`src/rtl/game_control.sv`:
```
// Game-state controller: player lane, collisions against the nearest obstacle row,
// lives with post-hit grace, prescaled score, and obstacle-generator hold outside play.
module game_control #(
    parameter int unsigned SCORE_CYCLES = 100_000_000,
    parameter int unsigned GRACE_CYCLES = 50_000_000,
    parameter int unsigned LIVES        = 3,
    parameter int unsigned SCORE_MAX    = 9999
) (
    input  logic        clk,
    input  logic        rst,
    input  logic        btn_left,
    input  logic        btn_right,
    input  logic        btn_start,
    input  logic [2:0]  obstacle4,
    output logic [2:0]  player,
    output logic        obstacles_rst,
    output logic [1:0]  lives,
    output logic [13:0] score,
    output logic        hit_flash,
    output logic        game_over
);

    localparam int unsigned PW = $clog2(SCORE_CYCLES + 1);
    localparam int unsigned GW = $clog2(GRACE_CYCLES + 1);
    localparam logic [PW-1:0] PRE_LAST   = PW'(SCORE_CYCLES - 1);
    localparam logic [GW-1:0] GRACE_LAST = GW'(GRACE_CYCLES - 1);
    localparam logic [1:0]    LIVES_INIT = 2'(LIVES);
    localparam logic [13:0]   SCORE_TOP  = 14'(SCORE_MAX);

    typedef enum logic [1:0] {IDLE, RUN, GRACE, OVER} state_t;

    state_t        state;
    logic [PW-1:0] prescaler;
    logic [GW-1:0] grace;

    logic [2:0]  moved;
    logic        collide;
    logic        pre_wrap;
    logic [13:0] score_next;

    always_comb begin
        moved = player;
        if (btn_left && !btn_right && player != 3'b100)
            moved = player << 1;
        else if (btn_right && !btn_left && player != 3'b001)
            moved = player >> 1;
        collide    = |(player & obstacle4);
        pre_wrap   = (prescaler == PRE_LAST);
        score_next = (pre_wrap && score < SCORE_TOP) ? score + 14'd1 : score;
    end

    always_ff @(posedge clk or negedge rst) begin
        if (!rst) begin
            state         <= IDLE;
            player        <= 3'b010;
            obstacles_rst <= 1'b1;
            lives         <= LIVES_INIT;
            score         <= '0;
            hit_flash     <= 1'b0;
            game_over     <= 1'b0;
            prescaler     <= '0;
            grace         <= '0;
        end else begin
            case (state)
                IDLE: begin
                    if (btn_start) begin
                        state         <= RUN;
                        obstacles_rst <= 1'b0;
                    end
                end
                RUN: begin
                    player    <= moved;
                    prescaler <= pre_wrap ? '0 : prescaler + 1'b1;
                    score     <= score_next;
                    if (collide) begin
                        if (lives > 2'd1) begin
                            lives     <= lives - 2'd1;
                            state     <= GRACE;
                            hit_flash <= 1'b1;
                            grace     <= '0;
                        end else begin
                            lives         <= 2'd0;
                            state         <= OVER;
                            game_over     <= 1'b1;
                            obstacles_rst <= 1'b1;
                        end
                    end
                end
                GRACE: begin
                    player    <= moved;
                    prescaler <= pre_wrap ? '0 : prescaler + 1'b1;
                    score     <= score_next;
                    if (grace == GRACE_LAST) begin
                        state     <= RUN;
                        hit_flash <= 1'b0;
                        grace     <= '0;
                    end else begin
                        grace <= grace + 1'b1;
                    end
                end
                OVER: begin
                    // Acknowledge returns to IDLE with a fresh game already loaded.
                    if (btn_start) begin
                        state     <= IDLE;
                        game_over <= 1'b0;
                        player    <= 3'b010;
                        lives     <= LIVES_INIT;
                        score     <= '0;
                        prescaler <= '0;
                    end
                end
                default: state <= IDLE;
            endcase
        end
    end

endmodule

```
`config.mk`:
```
export PLATFORM = sky130hd
export DESIGN_NAME = game_control
export DESIGN_NICKNAME = d
export VERILOG_FILES = /design/src/rtl/game_control.sv
export SDC_FILE = /design/constraint.sdc
export NUM_CORES = 1
export LEC_CHECK = 0
export CAP_MARGIN = 0
export CELL_PAD_IN_SITES_DETAIL_PLACEMENT = 0
export CELL_PAD_IN_SITES_GLOBAL_PLACEMENT = 1
export CORE_UTILIZATION = 46
export CTS_CLUSTER_DIAMETER = 30
export DETAILED_ROUTE_END_ITERATION = 16
export HOLD_SLACK_MARGIN = 0.15
export PLACE_DENSITY_LB_ADDON = 0.1
export SLEW_MARGIN = 10
export SYNTH_ARGS = -nofsm -noshare
export SYNTH_HDL_FRONTEND = slang
export SYNTH_SLANG_ARGS = --single-unit
```
`constraint.sdc`:
```
create_clock -name clk -period 3.32 [get_ports clk]
set_clock_uncertainty 0.1 [all_clocks]
set_input_delay 0.498 -clock clk [delete_from_list [all_inputs] [get_ports clk]]
set_output_delay 0.498 -clock clk [all_outputs]
set_load 0.01 [all_outputs]
```
# After elaboration in Yosys (flattened, before gate mapping)
# Cells that the tools add are included.
# totals
reg_bits,77
latch_bits,0
ramBits,0
mem_bits_ro,0
output_inout_bits,22
wordCells,87
mem_count,0
# op_classes
add_sub_neg,4
multipliers,0
div,0
order_cmp,2
n_eq_ne,15
shift,0
mux,33
bitwise_logic,1
n_reduce_logical,23
# op_table
operator,count
2-to-1 mux 26 bit,3
2-to-1 mux 27 bit,2
one-hot mux 27 bit (2 select lines),1
one-hot mux 26 bit (2 select lines),1
2-to-1 mux 14 bit,2
one-hot mux 14 bit (2 select lines),1
"adder 27 x 1 -> 27 bit, second input constant",1
"equality test 27 bit, second input constant",1
"adder 26 x 1 -> 26 bit, second input constant",1
"equality test 26 bit, second input constant",1
AND reduction 4 bit,4
"adder 14 x 1 -> 14 bit, second input constant",1
"< comparator 14 bit, second input constant",1
2-to-1 mux 2 bit,7
"!= test 2 bit, second input constant",6
AND reduction 3 bit,4
2-to-1 mux 3 bit,3
one-hot mux 2 bit (4 select lines),1
nonzero test 2 bit,4
2-to-1 mux 1 bit,7
"!= test 3 x 1 -> 1 bit, second input constant",2
one-hot mux 1 bit (2 select lines),3
one-hot mux 3 bit (2 select lines),1
logical AND 1 bit,5
other kinds (13),15

# Logic depth before layout (Yosys ltp)
# logic_depth
ltp_word,6
ltp_mapped,10
ltp_nobuf,7

# Least setup slack after synthesis
# OpenSTA, ideal clock, no wires.
# synth_timing
path_type,register -> register
from,reg state[1]
to,reg grace[22]
setup_ns,0.132
t_arrival_ns,2.060
t_required_ns,3.088
setup_slack_ns,1.028
path_stages_with_launch,11
period_less_slack_ns,2.292
cell_sequence,dfrtp_1 inv_1 ha_1 buf_2 nor2b_1 a311o_1 buf_2 buf_1 nor4_1 xnor2_1 nor2_1
# synth_via
elab_chain_len,3
# synth_lines
element,line_no,source
"start, declared",32,state_t state;
"start signal, assigned",54,state <= IDLE;
"start signal, assigned",67,state <= RUN;
"start signal, assigned",78,state <= GRACE;
equality test 2 x 1 -> 1 bit / equality test 2 bit (equally long branches),64,case (state)
!= test 2 bit (no source line) / nonzero test 2 bit (equally long branches),--,
AND reduction 3 bit (no source line),--,
"end signal, assigned",98,grace <= grace + 1'b1;
"end, declared",34,logic [GW-1:0] grace;
# Several ways; a longest one is shown, not always the timed one.
# A chain may end at the register's enable or synchronous reset.

# Final worst setup path
# layout_timing
from,reg state[0]
to,reg grace[19]
# Same word-level chain as after synthesis.

==> flow_metrics.env <==
export IMPL_multi_input_area_um2=2384
export IMPL_rsz0062_at_grt="false"
export IMPL_clkPwrFrac_pct=20.4
export IMPL_seqPwrFrac_pct=34.1
export IMPL_path_clk_slew_ns=0.09
export IMPL_hold_path_class="in2async"
export IMPL_port_buffers=29
export IMPL_dp_cells=642
export IMPL_clock_latency_ns=0.35
export IMPL_fin_ws_ns=0.4834
export IMPL_cts_buffer_depth=2
export IMPL_maxCapViolations=0
export IMPL_final_hold_viol_count=0
export IMPL_vias=3703
export IMPL_p_switching_w=0.001606
export IMPL_relSlewSlack_pct=34.02
export IMPL_ys_seq_area_share_pct=43.38
export IMPL_io_pin_count=30
export IMPL_initial_core_util_pct=47.74
export IMPL_gr_usage_all_layers_pct=21.70
export IMPL_firstDrtPassIters=4
export IMPL_seq_area_um2=1932
export IMPL_synth_area_leaders="dfrtp_1 (41%), nor2_1 (5.1%), xnor2_1 (4.3%)"
export IMPL_finalMaxSlewViolations=0
export IMPL_ys_ff_latch=77
export IMPL_rr_worst_depth=7
export IMPL_routed_via_density=5.636
export IMPL_dpl_hpwl_um=6767
export IMPL_rrSetupSlack_ns=0.48
export IMPL_power_leakage_nw=2.139
export IMPL_fin_crit_ns=2.837
export IMPL_htreeDepth=3
export IMPL_drc=0
export IMPL_die_area_um2=10080
export IMPL_grt_pass1_vias=3621
export IMPL_cellPowerDensity_nw_per_um2=756.8
export IMPL_syn_nets=511
export IMPL_power_total_w=0.003867
export IMPL_overflow=0
export IMPL_antenna_left=0
export IMPL_setup_viol=0
export IMPL_syn_area_um2=4453
export IMPL_numCtsBuffers=9
export IMPL_outcome="finished clean"
export IMPL_rr_endpoint="grace[19]"
export IMPL_setup_worst_path_end_class="register"
export IMPL_synth_cells=495
export IMPL_core_um2=9328
export IMPL_tns_ns=0
export IMPL_wire_per_inst_um=15.39
export IMPL_antenna_found_initial=0
export IMPL_rows=35
export IMPL_worstSetupPathType="reg2reg"
export IMPL_cts_root_buf="clkbuf_8"
export IMPL_fmax_mhz=352.5
export IMPL_min_period_over_period_pct=85.44
export IMPL_pre_cts_ws_ns=0.4743
export IMPL_p_int_w=0.002261
export IMPL_drtIter0Drc=210
export IMPL_nFillCells=875
export IMPL_nets=540
export IMPL_final_layout_size_suffix_gt1_share_pct=7.955
export IMPL_startpoint_type="register"
export IMPL_tritoncts="yes"
export IMPL_cp_arrival_ns=3.01
export IMPL_yosys_warnings=0
export IMPL_die_y_um=100.4
export IMPL_p_sw_share_pct=41.53
export IMPL_comb_power_share_pct=45.5
export IMPL_cts_sinks=77
export IMPL_die_x_um=100.4
export IMPL_totalWireLength_um=10110
export IMPL_synth_distinct_cells=58
export IMPL_async_flop_share_pct=100.0
export IMPL_ctsResizeCount=0
export IMPL_reg2reg_from="state[0]"
export IMPL_synth_edf_count=0
export IMPL_area_growth_pct=14.75
export IMPL_grt_max_degree=78
export IMPL_critPathMaxFanout=14
export IMPL_tightest_slew_ns=0.9897
export IMPL_crit_required_ns=3.49
export IMPL_cts_hold_buf=0
export IMPL_yosysTopAreaCell="dfrtp_1"
export IMPL_grt_first_pass_wirelength_um=17560
export IMPL_post_cts_buffers=0
export IMPL_antenna_cells=0
export IMPL_place_congestion=0.8075
export IMPL_yosys_area_top_type_share_pct=41.02
export IMPL_fin_cells=657
export IMPL_synthFlopType="dfrtp_1"
export IMPL_ir_drop_v=0.0003362
export IMPL_avgSynthCellArea_um2=8.996
-- final cells by class --
| type | instances | share of cell area (%) |
|---|---|---|
| Multi-Input combinational cell | 382 | 46.65 |
| Sequential cell | 77 | 37.81 |
| Clock buffer | 11 | 2.767 |
| Clock inverter | 4 | 1.420 |
| Timing Repair Buffer | 39 | 7.101 |
| Inverter | 15 | 1.102 |
| Tap cell | 129 | 3.159 |
-- cells by family (layout without fill, tap and decap cells) --
kind of cell             count (synthesis)  count (layout)  share of synthesized area, %
flip-flops                              77              77                         43.38
AO/OA/AOI/OAI                           84              84                         13.18
XOR/XNOR                                35              35                         6.884
adder cells (fa/ha/maj)                  8               8                         2.248
AND/OR/NAND/NOR                        245             245                         28.74
multiplexers                            10              10                         2.332
buffers and inverters                   36              69                         3.231
-- worst max-delay path by stage --
stage	slack, ns	endpoint	start
2_1_floorplan	1.03	grace[22]	state[1]
3_3_place_gp	0.63	grace[19]	state[0]
3_5_place_dp	0.47	grace[19]	state[0]
4_1_cts	0.48	grace[19]	state[0]
5_1_grt	0.30	grace[16]	state[0]
6_report	0.48	grace[19]	state[0]
-- worst max-delay path, stage by stage (launching register included) --
cell and delay [ns]:
dfrtp_1 0.41, inv_1 0.10, ha_1 0.60, inv_1 0.23, a311o_1 0.37, or3_1 0.46
or3_1 0.32, a21oi_1 0.17
-- layer usage --
layer / up-vias / GRT usage (%) / part of all wire, %
li1: 1849 / - / -
met1: 1777 / 30.22 / 50
met2: 64 / 34.98 / 46
met3: 13 / 2.716 / 3.3
met4: 0 / 7.469 / 1.4
met5: - / 0 / 0
-- layout by cell type, fill, tap and decap left out, types with 3 or more instances in the layout --
master           count
o21ai_0             23
a221o_1              3
nand2b_1             7
and3_1              12
a21oi_1             14
dfrtp_1             73
nand2_1             42
and4_1               6
nor2b_1              9
clkdlybuf4s50_1     28
a22o_1               4
nand3_1             36
inv_1               15
a2bb2oi_1            3
xnor2_1             22
nor4_1              17
dfstp_2              4
xor2_1              13
nor3_1              19
ha_1                 8
mux2i_1              7
clkbuf_8            10
nor2_1              61
nand4_1             17
a31oi_1              7
o211ai_1             4
mux2_2               3
buf_4               11
o31ai_1              5
and2_1               3
-- state kept, by name, summed over array words and instances, names as in the netlist --
register / cells
game_over: 1
grace: 26
hit_flash: 1
lives: 2
obstacles_rst: 1
player: 3
prescaler: 27
score: 14
state: 2
-- power by group through the flow --
stage	registers [W]	logic (W)	clock network [W]
after floorplan	0.00132	0.00117	0
after CTS	0.00132	0.00177	0.000807
final	0.00132	0.00176	0.000789
after global routing	0.00135	0.00196	0.000837
after detailed placement	0.00134	0.00176	0
after global placement	0.00133	0.00175	0
-- synth_stat cells (3+ instances only) --
cell,number
and3_1,12
a2bb2oi_1,3
nor2b_1,9
inv_1,15
nand4_1,17
a31oi_1,7
nor3_1,19
dfrtp_1,73
ha_1,8
o211ai_1,4
o31ai_1,5
buf_2,4
o21ai_0,23
and2_1,3
mux2i_1,7
clkbuf_1,14
dfstp_2,4
nor4_1,17
a221o_1,3
nand3_1,36
and4_1,6
nor2_1,61
a21oi_1,14
nand2_1,42
nand2b_1,7
xor2_1,13
a22o_1,4
xnor2_1,22
mux2_2,3
-- metrics by stage --
step                      utilization [%]  area (µm²)  hold slack (ns)
after floorplan                         -        4453           0.1024
after global placement              52.49        4896           0.3857
after detailed placement            52.49        4896           0.3978
after CTS                           54.78        5110           0.2396
after global routing                54.78        5110           0.2790
final                               54.78        5110           0.1784
Note: power is estimated with default switching activity, not from simulation.
